File: src/rtl/memresp_if.sv
// memresp_if: request/response bundle between a requester and the memory responder.
interface memresp_if;
  logic        req;
  logic        we;
  logic [31:0] addr;
  logic [31:0] wdata;
  logic [31:0] rdata;
  logic        ready;
  logic        err;
  logic        busy;
  modport master (output req, we, addr, wdata, input rdata, ready, err, busy);
  modport slave  (input req, we, addr, wdata, output rdata, ready, err, busy);
endinterface

File: src/rtl/memresp.sv
// memresp: handshaked word memory with programmable wait states and fault detection.
module memresp #(
  parameter int DEPTH   = 64,
  parameter int LATENCY = 2
) (
  input logic       clk,
  input logic       reset,
  memresp_if.slave  bus
);
  localparam int AW = $clog2(DEPTH);
  typedef enum logic [1:0] {IDLE, BUSY, RESP} state_t;
  state_t      state;
  logic [3:0]  cnt;
  logic        lwe;
  logic [31:0] laddr;
  logic [31:0] lwdata;
  logic [31:0] mem [DEPTH];
  logic        fault;
  logic        acc;
  assign fault = (|laddr[1:0]) || (|(laddr >> (AW + 2)));
  assign acc   = (state == BUSY) && (cnt == 4'd0);
  // Reset forces state to IDLE, so an aborted transaction never reaches the write.
  always_ff @(posedge clk)
    if (acc && lwe && !fault) mem[laddr[AW+1:2]] <= lwdata;
  always_ff @(posedge clk or negedge reset) begin
    if (!reset) begin
      state     <= IDLE;
      cnt       <= 4'd0;
      lwe       <= 1'b0;
      laddr     <= 32'd0;
      lwdata    <= 32'd0;
      bus.rdata <= 32'd0;
      bus.ready <= 1'b0;
      bus.err   <= 1'b0;
      bus.busy  <= 1'b0;
    end else begin
      case (state)
        IDLE: begin
          bus.ready <= 1'b0;
          bus.err   <= 1'b0;
          if (bus.req) begin
            lwe      <= bus.we;
            laddr    <= bus.addr;
            lwdata   <= bus.wdata;
            cnt      <= 4'(LATENCY);
            bus.busy <= 1'b1;
            state    <= BUSY;
          end
        end
        BUSY: begin
          if (cnt != 4'd0) cnt <= cnt - 4'd1;
          else begin
            state     <= RESP;
            bus.ready <= 1'b1;
            bus.err   <= fault;
            if (fault) bus.rdata <= 32'd0;
            else if (!lwe) bus.rdata <= mem[laddr[AW+1:2]];
          end
        end
        RESP: begin
          state     <= IDLE;
          bus.ready <= 1'b0;
          bus.err   <= 1'b0;
          bus.busy  <= 1'b0;
        end
        default: state <= IDLE;
      endcase
    end
  end
endmodule

File: src/flat_wrapper.sv
// flat-port wrapper written by rule: the top's interface ports become plain ports
module memresp_flat 
#(
  parameter int DEPTH   = 64,
  parameter int LATENCY = 2
)
  (clk, reset, bus_req, bus_we, bus_addr, bus_wdata, bus_rdata, bus_ready, bus_err, bus_busy);
  memresp_if bus_i ();
  input logic clk;
  input logic reset;
  input wire logic [$bits(bus_i.req)-1:0] bus_req;
  input wire logic [$bits(bus_i.we)-1:0] bus_we;
  input wire logic [$bits(bus_i.addr)-1:0] bus_addr;
  input wire logic [$bits(bus_i.wdata)-1:0] bus_wdata;
  output wire logic [$bits(bus_i.rdata)-1:0] bus_rdata;
  output wire logic [$bits(bus_i.ready)-1:0] bus_ready;
  output wire logic [$bits(bus_i.err)-1:0] bus_err;
  output wire logic [$bits(bus_i.busy)-1:0] bus_busy;
  assign bus_i.req = bus_req;
  assign bus_i.we = bus_we;
  assign bus_i.addr = bus_addr;
  assign bus_i.wdata = bus_wdata;
  assign bus_rdata = bus_i.rdata;
  assign bus_ready = bus_i.ready;
  assign bus_err = bus_i.err;
  assign bus_busy = bus_i.busy;
  memresp #(.DEPTH(DEPTH), .LATENCY(LATENCY)) u_core (.clk(clk), .reset(reset), .bus(bus_i));
endmodule
File: config.mk
export PLATFORM = sky130hd
export DESIGN_NAME = memresp_flat
export DESIGN_NICKNAME = d
export VERILOG_FILES = /design/src/rtl/memresp_if.sv /design/src/rtl/memresp.sv /design/src/flat_wrapper.sv
export SDC_FILE = /design/constraint.sdc
export NUM_CORES = 2
export LEC_CHECK = 0
export CAP_MARGIN = 40
export CORE_UTILIZATION = 47
export CTS_CLUSTER_SIZE = 12
export DETAILED_ROUTE_END_ITERATION = 12
export SLEW_MARGIN = 20
export SYNTH_ARGS = -nofsm -noshare
export SYNTH_HDL_FRONTEND = slang
export SYNTH_SLANG_ARGS = --single-unit
File: constraint.sdc
create_clock -name clk -period 6 [get_ports clk]
set_input_delay 1.2 -clock clk [delete_from_list [all_inputs] [get_ports clk]]
set_output_delay 1.2 -clock clk [all_outputs]
set_load 0.02 [all_outputs]
# --- Word-level counts from Yosys, hierarchy flattened ---
# Memory sizes are Yosys's and may differ from the RTL's.
# Cells that the tools add are included.
totals:
  word_cells: 54
  memories: 1
  ff_bits: 106
  mem_bits_rw: 2048
  inputBits: 68
op_classes:
  addsub: 1
  eq_ne: 6
  n_mux: 16
  bitwise: 1
  reduce_logical: 20
memory_table:
  columns: ["memory", "depth", "word_bits", "rd", "rd_clocked_by_memory_dff", "wr", "line", "source"]
  rows:
  - ["u_core.mem", 64, 32, 1, 0, 1, "memresp.sv:17", "logic [31:0] mem [DEPTH];"]
ops:
  columns: ["op", "count"]
  rows:
  - ["32-bit 2-to-1 mux", 2]
  - ["24-bit OR reduction", 1]
  - ["4-bit 2-to-1 mux", 2]
  - ["2-bit != test (second input constant)", 4]
  - ["4-bit one-hot mux with 2 select lines", 1]
  - ["2-bit AND reduction", 4]
  - ["1-bit one-hot mux with 2 select lines", 3]
  - ["3-bit AND reduction", 2]
  - ["2-bit nonzero test", 3]
  - ["1-bit 2-to-1 mux", 5]
  - ["4-bit zero test", 1]
  - ["2-bit 2-to-1 mux", 2]
  - ["2-bit one-hot mux with 2 select lines", 1]
  - ["4-bit nonzero test", 1]
  - ["2-bit OR reduction", 2]
  - ["4-bit by 1-bit subtractor with 4-bit output (second input constant)", 1]
  - ["1-bit logical AND", 3]
  - ["2-bit by 1-bit equality test with 1-bit output (second input constant)", 1]
  - ["2-bit equality test (second input constant)", 1]
  - ["2-bit zero test", 1]
  - ["1-bit zero test", 1]
  - ["1-bit logical OR", 1]
  - ["1-bit NOT", 1]

# --- Longest topological paths before layout ---
logic_depth:
  depth_word: 6
  mapped_depth: 10
  mapped_depth_nobuf: 8

# --- Worst setup path after synthesis ---
# Ideal clock, no wire load.
synth_path:
  path_type: "register -> register"
  from: "register u_core.cnt[0]"
  to: "memory u_core.mem[30][0], enable pin"
  setup_time_ns: 0.421
  setup_slack_ns: 2.216
  period_less_slack_ns: 3.784
  t_required_ns: 5.579
  path_stages_with_launch: 10
  arrival_time_ns: 3.363
  cell_sequence: "dfrtp_1 inv_1 ha_1 or3b_4 or3_1 buf_6 nor3_4 and3_4 nand2_4 nor2_1"
synth_between:
  elab_chain_len: 6
synth_rtl:
  columns: ["element", "line", "source"]
  rows:
  - ["start: declaration", "memresp.sv:13", "logic [3:0] cnt;"]
  - ["start signal: assignment", "memresp.sv:45", "cnt <= 4'(LATENCY);"]
  - ["start signal: assignment", "memresp.sv:51", "if (cnt != 4'd0) cnt <= cnt - 4'd1;"]
  - ["4-bit zero test", "memresp.sv:21", "assign acc = (state == BUSY) && (cnt == 4'd0);"]
  - ["1-bit logical AND", "memresp.sv:21", null]
  - ["1-bit logical AND (2 in series)", "memresp.sv:24", "if (acc && lwe && !fault) mem[laddr[AW+1:2]] <= lwdata;"]
  - ["1-bit 2-to-1 mux", "memresp.sv:24", null]
  - ["1-bit 2-to-1 mux (implied by the code)", "memresp.sv:24", null]
  - ["end: declaration", "memresp.sv:17", null]
# Every way passes these cells.

# --- Worst setup path after layout ---
layout_path:
  from: "register u_core.laddr[3]"
  to: "register u_core.bus.rdata[4]"
layout_between:
  elab_chain_len: 3
layout_rtl:
  columns: ["element", "line", "source"]
  rows:
  - ["start: declaration", "memresp.sv:15", "logic [31:0] laddr;"]
  - ["start signal: assignment", "memresp.sv:43", "laddr <= bus.addr;"]
  - ["memory read 64 x 32 bit", null, null]
  - ["32-bit 2-to-1 mux", "memresp.sv:57", "else if (!lwe) bus.rdata <= mem[laddr[AW+1:2]];"]
  - ["32-bit 2-to-1 mux", "memresp.sv:56", "if (fault) bus.rdata <= 32'd0;"]
  - ["end signal: assignment", "memresp.sv:57", null]
  - ["end: declaration", "memresp_if.sv:12", "modport slave (input req, we, addr, wdata, output rdata, ready, err, busy);"]
# Every way passes these cells. The select of a mux whose other input is x is not followed.
# A chain may end at the register's enable or synchronous reset.

==> impl_metrics.tcl <==
set metrics [dict create \
    synth_largest_type_area_fraction_pct 75.99 \
    cts_root_buffer "clkbuf_16" \
    nNetsFinal 3908 \
    final_worst_path_period_need_ns 3.980 \
    cp.required_ns 6.72 \
    maxUsedRoutingLayer "met5" \
    yosys.cell_count.top_type "edfxtp_1" \
    startpoint "u_core.laddr[3]$_DFFE_PN0P_" \
    globalplace.congestion 0.8185 \
    detailed_place_hpwl_um 125100 \
    antenna_found_initial 7 \
    die-width_um 417.0 \
    max-vdd-ir-drop_v 0.0003923 \
    critical_path.reg2reg.endpoint "u_core.bus.rdata[4]$_DFFE_PN0P_" \
    synth_seq_area_share_pct 79.26 \
    grt_first_pass_wirelength_um 303500 \
    via_count_of_the_first_global_routing_pass 39470 \
    critical_path_buf_inv_count 2 \
    timing.critical_path.slowest_cell_delay_ns 0.77 \
    unrepaired_setup_endpoints_after_global_routing "false" \
    cts_setup_buffers 0 \
    synth-edff-count 2048 \
    number_of_buffers_added_by_the_clock_tree_synthesis_step 214 \
    drt-initial-drc-count 4939 \
    clk-insertion-delay-late_ns 0.85 \
    register_area_um2 64210 \
    post-synth-top-area-cell "edfxtp_1" \
    finalCritPeriodShare_pct 66.33 \
    timing.reg2reg.worst_path_depth 7 \
    cellPowerDensity_nw_per_um2 462.8 \
    synthMuxAreaShare_pct 14.86 \
    layout-area-overhead-vs-synth_pct 15.01 \
    synthesis.area_um2 80940 \
    ant_nets 0 \
    endpoint_kind "register" \
    final-hold-violation-count 0 \
    yosys_register_bits 2154 \
    buffer_ports.inserted 102 \
    drive_above_1_share_pct 28.20 \
    cts_hold_buffers 0 \
    core_um2 170200 \
    maxCapViolations 0 \
    ff2ff_setup_slack_ns 2.02 \
    synthAdderAreaFrac_pct 0.01546 \
    netlist_instances 3544 \
    worst_clock_skew_ns 0.02676 \
    clkSlewWorstSetupHoldPaths_ns 0.06 \
    postSynth.asyncResetShare_pct 4.921 \
    post_drt_via_cell_ratio 6.192 \
    leakage_power_of_the_design_uw 0.02874 \
    synth_top_cells_by_count "2048 x edfxtp_1, 495 x mux4_2, 247 x a22oi_1" \
    synth.top_cells.by_area "edfxtp_1 76%, mux4_2 14%, dfrtp_1 3.3%" \
    syn_avg_cell_area_um2 22.84 \
    clock-sinks 2154 \
    detailroute.wirelength.met3_um 16220 \
    ios 103 \
    tritoncts "done" \
    floorplan.die_area_um2 173900 \
    worstSetupPathType "reg2reg" \
    routedLengthMet1_um 87980 \
    multi_input_area_um2 16440 \
    final.setup.tns_ns 0 \
    timing.rr.start "u_core.laddr[3]$_DFFE_PN0P_" \
    number_of_failing_setup_endpoints_in_the_final_timing_report 0 \
    cpLargestDelayFamily "buffers and inverters" \
    highest_clock_rate_mhz 251.3 \
    synth_compound_area_share_pct 2.920 \
    worst_pin_slew_ns 0.9508 \
    post_cts_resized 0 \
    grt.overflow.total 0 \
    route.detailed.drc 0 \
    track_usage_pct 25.03 \
    met2RoutedLength_um 105900 \
    detail_route.wl_per_cell_um 34.22 \
    floorplan.rows 151 \
    yosys_warnings 0 \
    vias 38990 \
    crit_path_cell_trace "buf_12 > buf_4 > mux4_2 > a22oi_1 > nand4_1 > nor2_1 > o21ai_1" \
    worstSetupStartpointType "register" \
    grt_start_max_net_pins 114 \
    first_pass_iters 5 \
    synth-xor-area-share_pct 0.02164 \
    die_y_um 417.0 \
    timing.critical_path.slowest_stage_cell "dfrtp_4" \
    postSynthNetCount 3613 \
    peak_fanout_along_the_critical_path 111 \
    yosys.cell_types.count 53 \
    dominant_combinational_cell_family_by_area_after_synthesis "multiplexers" \
    cts_buffer_depth 3 \
    fill_cells 12710 \
    ys_dominant_reg_cell "edfxtp_1" \
    final_max_slew_viol_count 0 \
    start_util_pct 47.55 \
    cts_h_tree_depth 4 \
    slew_headroom_pct 36.61 \
    post-route-cell-area_um2 93080 \
    critPathArrivalTime_ns 4.70 \
    dpl-instance-area_um2 86430 \
    synth-simple-area-share_pct 1.796 \
    routed_wirelength_um 215500 \
    timing.critical_path.depth 7 \
    cp-endpoint "u_core.bus.rdata[4]$_DFFE_PN0P_" \
    min_delay_path_class "in2async" \
    status "complete, no violations" \
]
[sequential cells by signal (all words and copies together) (netlist names)]
register and count:
u_core.mem 2048, u_core.cnt 4, u_core.bus.err 1, u_core.lwdata 32
u_core.laddr 32, u_core.bus.rdata 32, u_core.bus.ready 1, u_core.lwe 1
u_core.state 2, u_core.bus.busy 1
[placed cells by master (no fill, tap or decap), drive strengths merged, types with 5 or more instances in the layout]
cell type,netlist,routed
mux2,64,64
a21oi,6,6
inv,7,17
clkbuf,90,313
nand3,7,7
a22oi,247,247
edfxtp,2048,2048
nor3b,7,7
mux2i,16,16
clkinv,0,46
and3,8,8
buf,107,175
o22ai,5,5
nor2,111,111
clkdlybuf4s50,0,101
mux4,495,495
a221o,5,5
diode,0,5
nand2b,6,6
nor4,11,11
dfrtp,106,106
nand2,55,55
nand4,62,62
o21ai,39,39
a221oi,6,6
[kinds of logic (layout without fill, tap and decap cells)]
group,after synthesis,after routing
AND/OR/NAND/NOR,282,282
buffers and inverters,204,656
multiplexers,575,575
flip-flops,2154,2154
XOR/XNOR,2,2
AO/OA/AOI/OAI,326,326
other,0,5
adder cells (fa/ha/maj),1,1
[power breakdown]
part,switching [uW],internal [uW]
logic,7050,4020
clock network,5520,6940
registers,632,18900
total,13200,29900
[routing by layer]
layer  track usage, %  vias to the layer above
li1                 -                    15730
met1            35.67                    21230
met2            40.27                     1731
met3            4.319                      286
met4            6.705                        4
met5                0                        -
[metrics by stage]
step	hold slack (ns)	setup slack, ns	std cells	util [%]	total power (uW)
2_1_floorplan	0.4612	2.216	3544	-	26340
3_3_place_gp	0.4770	2.070	5874	50.34	30670
3_5_place_dp	0.4742	2.031	5907	50.77	30910
4_1_cts	0.1778	1.998	6280	54.53	43240
5_1_grt	0.2125	1.846	6291	54.67	44460
6_report	0.2350	2.020	6296	54.68	43080
[worst min path at each step]
| stage | slack, ns | to | depth (start not counted) |
|---|---|---|---|
| 2_1_floorplan | 0.46 | u_core.bus.busy$_DFFE_PN0P_ | 1 |
| 3_3_place_gp | 0.48 | u_core.bus.rdata[31]$_DFFE_PN0P_ | 2 |
| 3_5_place_dp | 0.47 | u_core.bus.rdata[31]$_DFFE_PN0P_ | 2 |
| 4_1_cts | 0.18 | u_core.bus.ready$_DFFE_PN0P_ | 1 |
| 5_1_grt | 0.21 | u_core.bus.ready$_DFFE_PN0P_ | 1 |
| 6_report | 0.23 | u_core.lwdata[24]$_DFFE_PN0P_ | 1 |
[area by class of cell]
cell class                      count  area share, %
Antenna cell                        5        0.01344
Clock buffer                      313          6.326
Clock inverter                     60         0.5444
Inverter                            7        0.02823
Multi-Input combinational cell   1186          17.66
Sequential cell                  2154          68.98
Tap cell                         2295          3.085
Timing Repair Buffer              276          3.362
Power figures use the tool's default switching activity.
